### src/rtl/npc_pkg.sv
// Shared types and constants for the decode/execute pipeline.
package npc_pkg;

  localparam int XLEN = 32;
  localparam int RIDX = 5;

  localparam logic [2:0] F3_ADD  = 3'b000;
  localparam logic [2:0] F3_SLL  = 3'b001;
  localparam logic [2:0] F3_SLT  = 3'b010;
  localparam logic [2:0] F3_SLTU = 3'b011;
  localparam logic [2:0] F3_XOR  = 3'b100;
  localparam logic [2:0] F3_SR   = 3'b101;
  localparam logic [2:0] F3_OR   = 3'b110;
  localparam logic [2:0] F3_AND  = 3'b111;

  // One ID/EX slot: everything the ALU and write-back need from decode.
  typedef struct packed {
    logic [XLEN-1:0] pc;
    logic [XLEN-1:0] op1;
    logic [XLEN-1:0] rs2val;
    logic [XLEN-1:0] imm;
    logic [RIDX-1:0] rs1_idx;
    logic [RIDX-1:0] rs2_idx;
    logic [RIDX-1:0] rd_idx;
    logic            use_imm;
    logic            rd_wen;
    logic [2:0]      func3;
    logic            func;
    logic            sub_en;
  } idex_entry_t;

  // True when a write-back targets this source register; x0 is never forwarded.
  function automatic logic fwd_hit(input logic            wen,
                                   input logic [RIDX-1:0] wb_rd,
                                   input logic [RIDX-1:0] src_idx);
    return wen && (wb_rd != '0) && (wb_rd == src_idx);
  endfunction

endpackage

### src/rtl/idex_fwd.sv
// Combinational write-back forwarding onto one ID/EX entry.
module idex_fwd
  import npc_pkg::*;
(
  input  idex_entry_t     entry_in,
  input  logic            wb_wen,
  input  logic [RIDX-1:0] wb_rd,
  input  logic [XLEN-1:0] wb_data,
  output idex_entry_t     entry_out
);

  // Replace either source operand with the write-back value on an index match.
  always_comb begin
    entry_out = entry_in;
    if (fwd_hit(wb_wen, wb_rd, entry_in.rs1_idx)) entry_out.op1    = wb_data;
    if (fwd_hit(wb_wen, wb_rd, entry_in.rs2_idx)) entry_out.rs2val = wb_data;
  end

endmodule

### src/rtl/idex_stage.sv
// ID/EX pipeline register with a two-entry skid buffer and write-back forwarding.
module idex_stage
  import npc_pkg::*;
(
  input  logic            clk,
  input  logic            rst_n,
  input  logic            flush,
  input  logic            in_valid,
  output logic            in_ready,
  input  logic [XLEN-1:0] in_pc,
  input  logic [XLEN-1:0] in_rs1_data,
  input  logic [XLEN-1:0] in_rs2_data,
  input  logic [XLEN-1:0] in_imm,
  input  logic [RIDX-1:0] in_rs1_idx,
  input  logic [RIDX-1:0] in_rs2_idx,
  input  logic [RIDX-1:0] in_rd_idx,
  input  logic            in_use_imm,
  input  logic            in_rd_wen,
  input  logic [2:0]      in_func3,
  input  logic            in_func,
  input  logic            in_sub_en,
  input  logic            wb_wen,
  input  logic [RIDX-1:0] wb_rd,
  input  logic [XLEN-1:0] wb_data,
  output logic            out_valid,
  input  logic            out_ready,
  output logic [XLEN-1:0] out_pc,
  output logic [XLEN-1:0] data_in1,
  output logic [XLEN-1:0] data_in2,
  output logic [2:0]      func3,
  output logic            func,
  output logic            sub_en,
  output logic [RIDX-1:0] out_rd_idx,
  output logic            out_rd_wen
);

  idex_entry_t main_q, skid_q;
  logic        main_v, skid_v;
  idex_entry_t cap_raw, cap_fwd, main_fwd, skid_fwd;
  logic        accept, consume;

  // in_ready comes straight from the skid valid flop so it never depends on out_ready.
  assign in_ready = !skid_v;
  assign accept   = in_valid && in_ready;
  assign consume  = main_v && out_ready;

  // Pack the decode inputs into a slot image before capture forwarding.
  always_comb begin
    cap_raw         = '0;
    cap_raw.pc      = in_pc;
    cap_raw.op1     = in_rs1_data;
    cap_raw.rs2val  = in_rs2_data;
    cap_raw.imm     = in_imm;
    cap_raw.rs1_idx = in_rs1_idx;
    cap_raw.rs2_idx = in_rs2_idx;
    cap_raw.rd_idx  = in_rd_idx;
    cap_raw.use_imm = in_use_imm;
    cap_raw.rd_wen  = in_rd_wen;
    cap_raw.func3   = in_func3;
    cap_raw.func    = in_func;
    cap_raw.sub_en  = in_sub_en;
  end

  idex_fwd u_fwd_cap (
    .entry_in (cap_raw),
    .wb_wen   (wb_wen),
    .wb_rd    (wb_rd),
    .wb_data  (wb_data),
    .entry_out(cap_fwd)
  );

  idex_fwd u_fwd_main (
    .entry_in (main_q),
    .wb_wen   (wb_wen),
    .wb_rd    (wb_rd),
    .wb_data  (wb_data),
    .entry_out(main_fwd)
  );

  idex_fwd u_fwd_skid (
    .entry_in (skid_q),
    .wb_wen   (wb_wen),
    .wb_rd    (wb_rd),
    .wb_data  (wb_data),
    .entry_out(skid_fwd)
  );

  // Slot occupancy: main refills from skid or input on consume; skid only fills behind a stalled main.
  always_ff @(posedge clk or negedge rst_n) begin
    if (!rst_n) begin
      main_v <= 1'b0;
      skid_v <= 1'b0;
    end else if (flush) begin
      main_v <= 1'b0;
      skid_v <= 1'b0;
    end else begin
      if (consume)      main_v <= skid_v || accept;
      else if (!main_v) main_v <= accept;

      if (consume)                skid_v <= 1'b0;
      else if (accept && main_v)  skid_v <= 1'b1;
    end
  end

  // Slot contents: held entries keep absorbing write-backs, including during a skid-to-main move.
  always_ff @(posedge clk or negedge rst_n) begin
    if (!rst_n) begin
      main_q <= '0;
      skid_q <= '0;
    end else if (!flush) begin
      if (consume && skid_v)                 main_q <= skid_fwd;
      else if ((consume || !main_v) && accept) main_q <= cap_fwd;
      else if (main_v)                       main_q <= main_fwd;

      if (accept && main_v && !consume) skid_q <= cap_fwd;
      else if (skid_v)                  skid_q <= skid_fwd;
    end
  end

  assign out_valid  = main_v;
  assign out_pc     = main_q.pc;
  assign data_in1   = main_q.op1;
  assign data_in2   = main_q.use_imm ? main_q.imm : main_q.rs2val;
  assign func3      = main_q.func3;
  assign func       = main_q.func;
  assign sub_en     = main_q.sub_en;
  assign out_rd_idx = main_q.rd_idx;
  assign out_rd_wen = main_q.rd_wen;

endmodule

### config.mk
export PLATFORM = sky130hd
export DESIGN_NAME = idex_stage
export DESIGN_NICKNAME = d
export VERILOG_FILES = /design/src/rtl/npc_pkg.sv /design/src/rtl/idex_fwd.sv /design/src/rtl/idex_stage.sv
export SDC_FILE = /design/constraint.sdc
export NUM_CORES = 1
export LEC_CHECK = 0
export ABC_AREA = 0
export ABC_CLOCK_PERIOD_IN_PS = 2650
export BUFFER_PORTS_ARGS = -buffer_cell sky130_fd_sc_hd__buf_2
export CAP_MARGIN = 30
export CORE_MARGIN = 1
export CORE_UTILIZATION = 52
export DETAILED_ROUTE_END_ITERATION = 6
export PLACE_DENSITY_LB_ADDON = 0.3
export SKIP_CTS_REPAIR_TIMING = 1
export SLEW_MARGIN = 20
export SYNTH_ARGS = -nofsm -noshare
export SYNTH_HDL_FRONTEND = slang
export SYNTH_HIERARCHICAL = 1
export SYNTH_SLANG_ARGS = --single-unit
### constraint.sdc
create_clock -name clk -period 2.65 [get_ports clk]
set_clock_uncertainty 0.2 [all_clocks]
set_input_delay 0.3975 -clock clk [delete_from_list [all_inputs] [get_ports clk]]
set_output_delay 0.3975 -clock clk [all_outputs]
set_load 0.1 [all_outputs]
==> out/metrics.csv, run 1 <==
metric,value,unit
Core ar.,53810,µm²
Die H,235.4,µm
total track usage,30.66,%
CP endpoint kind,flip-flop,
failing checks,"negative hold slack, negative setup slack",
dpl cell area,29170,µm²
GPL Wtd Cong,0.8502,
row cnt,85,
Avg WL per Cell,26.49,µm
total power,29680,µW
Nets,2829,
predominant post-synthesis flop cell,dfrtp_1,
Yosys reg bits,302,
Die Width,235.4,µm
Clock Tree Buf Depth,3,
most common cell in the netlist,nand2b_1,
TritonCTS clock tree,done,
total die area,55420,µm²
post-route cell area,31720,µm²
crit path max fanout,6,
Hold Startpoint,in_pc[23],
syn avg cell area,10.52,µm²
number of buffers inserted during clock tree synthesis,41,
Syn Std Cell Area,28330,µm²
Initial Util,52.65,%
first-pass GRT wire length,135300,µm
"top cells by area, synth","dfrtp_1 27%, mux2_4 20%, nand2b_1 10%, buf_4 9.0%, mux2_2 5.7%",
Setup Crit Path Kind,reg2reg,
"area leader, netlist",dfrtp_1,
via-per-instance ratio,6.679,
Pre-antenna DRT Iters,5,
Synth cell types,33,
post-synth top area share,26.67,%
Final Setup Violations,24,
Mapped Cells,2694,
layout cells sized above 1,50.62,%
Max-Cap Viols,0,
count of input and output buffers,301,
Top Ports,302,
HP Class,in2reg,
Max VDD drop,1.049,mV
slew margin rel.,38.79,%
RSZ-0062 raised after global routing,true,
Post-synth top cells,"451 x nand2b_1, 380 x mux2_4, 339 x buf_4",
synth warn,6,
critical path required time,2.88,ns
Final min period,2.714,ns
initial antenna violation count,23,
Vias,22540,
CP arrival,2.95,ns
total grt overflow,0,
WL final,89410,µm
Async SR Flop Fraction,100.0,%
"EDFF count, synth",0,
CTS HTree Levels,2,
placed insts,3260,
Worst Setup Start Kind,flip-flop,
post-route setup slack,-0.06426,ns
syn nets,2887,
DRC Markers,0,
Final Hold Fails,10,
final hold slack,-0.005620,ns
Iter 0 DRT Violations,1984,
clk_lat worst skew,0.58,ns
Max Slew Vio Count,0,
Area Growth Syn to Fin,11.94,%
PD cells,935.9,nW/µm²
CTS root buffer,clkbuf_16,
slew at the pin closest to its max-slew limit,0.9182,ns
fin crit share,102.4,%
number of routed nets with antenna violations,0,
vias in the first global route,22690,
Filler cells,4389,
hpwl dp,53840,µm
largest net degree at the start of global routing,109,
CP Launch Point,main_q[14],
status,finished with violations,
post-route insts no fill,3375,
worst r2r src,main_q[14],
sequential element share of the synthesized area,26.67,%
clock sink total,302,
Max Fclk,368.4,MHz
Worst-path clk slew,0.06,ns
P_leak,0.01322,µW
==> flip-flops by register name, summed over array words and instances, names as in the netlist, 3 cells and up <==
register,flops
skid_q,150
main_q,75
data_in1,32
out_pc,32
out_rd_idx,5
func3,3
==> per-stage QoR <==
stage          hold slack, ns  setup WS (ns)  util [%]  TNS [ns]
3_3_place_gp           0.1813        -0.3097     54.21    -28.53
3_5_place_dp           0.1897        -0.3398     54.21    -34.71
5_1_grt              0.003205        -0.1448     58.90    -4.580
2_1_floorplan        -0.09809        0.02521         -         0
6_report            -0.005620       -0.06426     58.94   -0.5699
4_1_cts               -0.4045       -0.05555     56.77    -1.507
==> metal layers <==
metal	up-vias	part of all wire, %	GRT usage, %
li1	9715	-	-
met2	1093	46	48.05
met5	-	0.14	0
met3	247	8.4	6.614
met4	20	4.0	13.11
met1	11470	42	40.73
==> cell type report <==
cell class / instances / area [µm²] / area share, %
diodes: 12 / 30.03 / 0.09468
clock inverters: 16 / 165.2 / 0.5208
repair buffers: 503 / 4342 / 13.69
clock buffers: 58 / 1212 / 3.823
well taps: 696 / 870.8 / 2.746
multi-input cells: 1786 / 17530 / 55.26
flip-flops and latches: 302 / 7562 / 23.84
inverters: 2 / 7.507 / 0.02367
==> worst max-delay path, stage by stage (launching register included) <==
cell and delay, ns:
dfrtp_1 0.39, xnor2_1 0.22, nand3_1 0.16, nor4_4 0.30, buf_6 0.23, clkbuf_16 0.19, mux2_4 0.31, or3b_4 0.38
o221ai_2 0.09, a221oi_2 0.10
==> layout by cell type (no fill, tap or decap), drive strengths merged <==
cell / instances
buf: 487
dfrtp: 302
or3b: 150
dlygate4sd3: 7
clkinv: 11
nor4bb: 1
nand2b: 452
xor2: 12
clkbuf: 67
nor2b: 2
nor4: 6
inv: 4
nand2: 1
or4: 3
o221ai: 150
nand3: 6
mux2: 524
o31ai: 150
bufinv: 3
a21oi: 4
a211oi: 2
nand3b: 1
xnor2: 18
diode: 12
a21o: 1
o21ai: 3
o22ai: 150
a221oi: 150
==> worst paths after layout <==
check	endpoint	slack, ns	cells past startpoint
hold / removal	skid_q[141]	-0.006	3
setup / recovery	main_q[80]	-0.06	9
max in group asynchronous	skid_q[35]	1.28	3
min in group asynchronous	skid_q[124]	0.14	2
hold reg to reg	skid_q[117]	0.31	1
setup reg to reg	main_q[80]	-0.06	9
==> cell families after synthesis <==
family | Yosys count | synth area share, %
XOR/XNOR | 30 | 0.9273
buffers and inverters | 606 | 14.11
multiplexers | 524 | 25.86
AO/OA/AOI/OAI | 610 | 16.93
flip-flops | 302 | 26.67
AND/OR/NAND/NOR | 622 | 15.50
==> where the power goes <==
part           switching [µW]  leakage [µW]  internal [µW]
sequential               1780       0.00376           6210
clock                    2320      0.000692           3480
combinational            8680       0.00877           7210
Power figures use the tool's default switching activity.
==> run 2, diff against run 1 <==
--- a/config.mk
+++ b/config.mk
@@ -10,7 +10,7 @@
 export BUFFER_PORTS_ARGS = -buffer_cell sky130_fd_sc_hd__buf_2
 export CAP_MARGIN = 30
 export CORE_MARGIN = 1
-export CORE_UTILIZATION = 52
+export CORE_UTILIZATION = 60
 export DETAILED_ROUTE_END_ITERATION = 6
 export PLACE_DENSITY_LB_ADDON = 0.3
 export SKIP_CTS_REPAIR_TIMING = 1
==> run 2 against run 1 <==
Against the previous run: the flow finishes with violations (negative setup slack); worst hold slack improved by 0.011 ns; global-route usage grew 4.0 points; combinational power hardly changed; final cell count shrank 3.3%; design area fell by 1.1%; clock power down 6.2%; core utilization rose by 8.4 points; die area fell by 13%.
==> out/metrics.csv, run 2 (synthesis gave the netlist of run 1 again) <==
metric,value,unit
Met2 Wirelength,40330,µm
met3 WL,6826,µm
Die H,219.3,µm
first-pass GRT wire length,131100,µm
Setup TNS Final,-0.7448,ns
Worst-path clk slew,0.06,ns
Top Registers,"skid_q: 150 flops, main_q: 75 flops",
Pre-antenna DRT Iters,6,
P_leak,0.01307,µW
Initial Util,60.86,%
count of input and output buffers,301,
via-per-instance ratio,6.914,
HP Class,in2reg,
Vias,22560,
post-route setup slack,-0.05648,ns
Die Width,219.3,µm
PD cells,924.0,nW/µm²
critical path required time,2.86,ns
Largest Register,skid_q,
CTS root buffer,clkbuf_16,
Final Setup Violations,33,
TritonCTS clock tree,done,
clk_lat worst skew,0.57,ns
worst r2r src,main_q[16],
WL final,86610,µm
Avg WL per Cell,26.54,µm
Core ar.,46560,µm²
Iter 0 DRT Violations,2136,
Setup Crit Path Kind,reg2reg,
status,finished with violations,
cell-internal power,16340,µW
crit path max fanout,8,
"most common cell after layout, fill and taps aside",nand2b_1,
"commonest non-fill, non-tap cells in the layout","450 x nand2b_1, 382 x mux2_4, 300 x dfrtp_1",
total grt overflow,0,
vias in the first global route,22830,
CP Launch Point,main_q[16],
CTS HTree Levels,2,
layout cells sized above 1,51.51,%
r2r worst-path depth,9,
DRT met1 WL,36410,µm
Top Ports,302,
Max VDD drop,1.139,mV
top layer used by detailed routing,met5,
CP endpoint kind,flip-flop,
fin crit share,102.1,%
slew at the pin closest to its max-slew limit,1.209,ns
final hold slack,0.004992,ns
worst reg2reg setup slack,-0.06,ns
CP arrival,2.91,ns
clock sink total,302,
number of routed nets with antenna violations,0,
Final Hold Fails,0,
Max Slew Vio Count,0,
max reg flops,150,
RSZ-0062 raised after global routing,true,
hpwl dp,51360,µm
Comb pwr share,53.8,%
Max-Cap Viols,0,
Final min period,2.706,ns
slew margin rel.,19.41,%
Psw,12640,µW
number of buffers inserted during clock tree synthesis,38,
r2r endpoint,main_q[77],
failing checks,negative setup slack,
Clk pwr share,18.8,%
Worst Setup Start Kind,flip-flop,
Switching Fraction,43.61,%
Max Fclk,369.5,MHz
initial antenna violation count,17,
Nets,2810,
largest net degree at the start of global routing,199,
total die area,48090,µm²
DRC Markers,0,
row cnt,79,
total track usage,34.66,%
Clock Tree Buf Depth,3,
Area Growth Syn to Fin,10.67,%
GPL Wtd Cong,0.8412,
sequential share of power,27.4,%
worst setup path end,main_q[77],
[run 2: cell count changes in the layout (fill, tap and decap cells not counted), moves of 17 or more]
cell	delta
a221oi_2	+20
a221oi_1	-20
o221ai_1	-17
or3b_4	+21
o221ai_2	+17
or3b_2	-21
[run 2: worst min path at each step]
| stage | start | end | slack [ns] | cells past startpoint |
|---|---|---|---|---|
| 2_1_floorplan | rst_n | data_in1[0] | -0.1 | 0 |
| 3_3_place_gp | rst_n | out_pc[10] | 0.13 | 1 |
| 3_5_place_dp | rst_n | out_pc[10] | 0.13 | 1 |
| 4_1_cts | rst_n | out_pc[10] | -0.45 | 1 |
| 5_1_grt | in_imm[16] | skid_q[38] | 0.003 | 3 |
| 6_report | in_pc[27] | skid_q[145] | 0.005 | 3 |
[run 2: area by class of cell]
| cell class | instances | area (µm²) |
|---|---|---|
| Antenna cell | 14 | 35.03 |
| Clock buffer | 60 | 1145 |
| Clock inverter | 5 | 103.9 |
| Fill cell | 3484 | 15200 |
| Inverter | 2 | 7.507 |
| Multi-Input combinational cell | 1786 | 17810 |
| Sequential cell | 302 | 7562 |
| Tap cell | 607 | 759.5 |
| Timing Repair Buffer | 487 | 3935 |
[run 2: metal layers]
layer,global-route usage [%],vias up
li1,-,9707
met1,46.02,11520
met2,54.38,1138
met3,6.985,197
met4,15.30,4
met5,0,-
[run 2: through the flow]
step	utilization, %	cell area [µm²]	power (µW)	std cells	setup WS [ns]
3_5_place_dp	61.87	28800	22680	3166	-0.5808
6_report	67.35	31360	28980	3263	-0.05648
2_1_floorplan	-	28330	20670	2694	0.02521
5_1_grt	67.33	31350	30130	3258	-0.1324
4_1_cts	64.55	30050	28190	3231	-0.3884
3_3_place_gp	61.81	28780	22130	3165	-0.5703
[run 2: worst max-delay path, stage by stage (launching register included)]
cell and delay, ns:
dfrtp_1 0.41, xnor2_2 0.19, nand3_2 0.11, nor4_4 0.38
buf_6 0.24, buf_12 0.17, mux2_4 0.32, or3b_4 0.37
o221ai_2 0.07, a221oi_2 0.09
[run 2: power by group through the flow]
stage                     Sequential (µW)  Clock [µW]  Combinational [µW]
after global routing                 8130        5660               16300
after CTS                            7840        5490               14900
after global placement               7740           0               14400
final                                7950        5440               15600
after detailed placement             7890           0               14800
after floorplan                      7260           0               13400
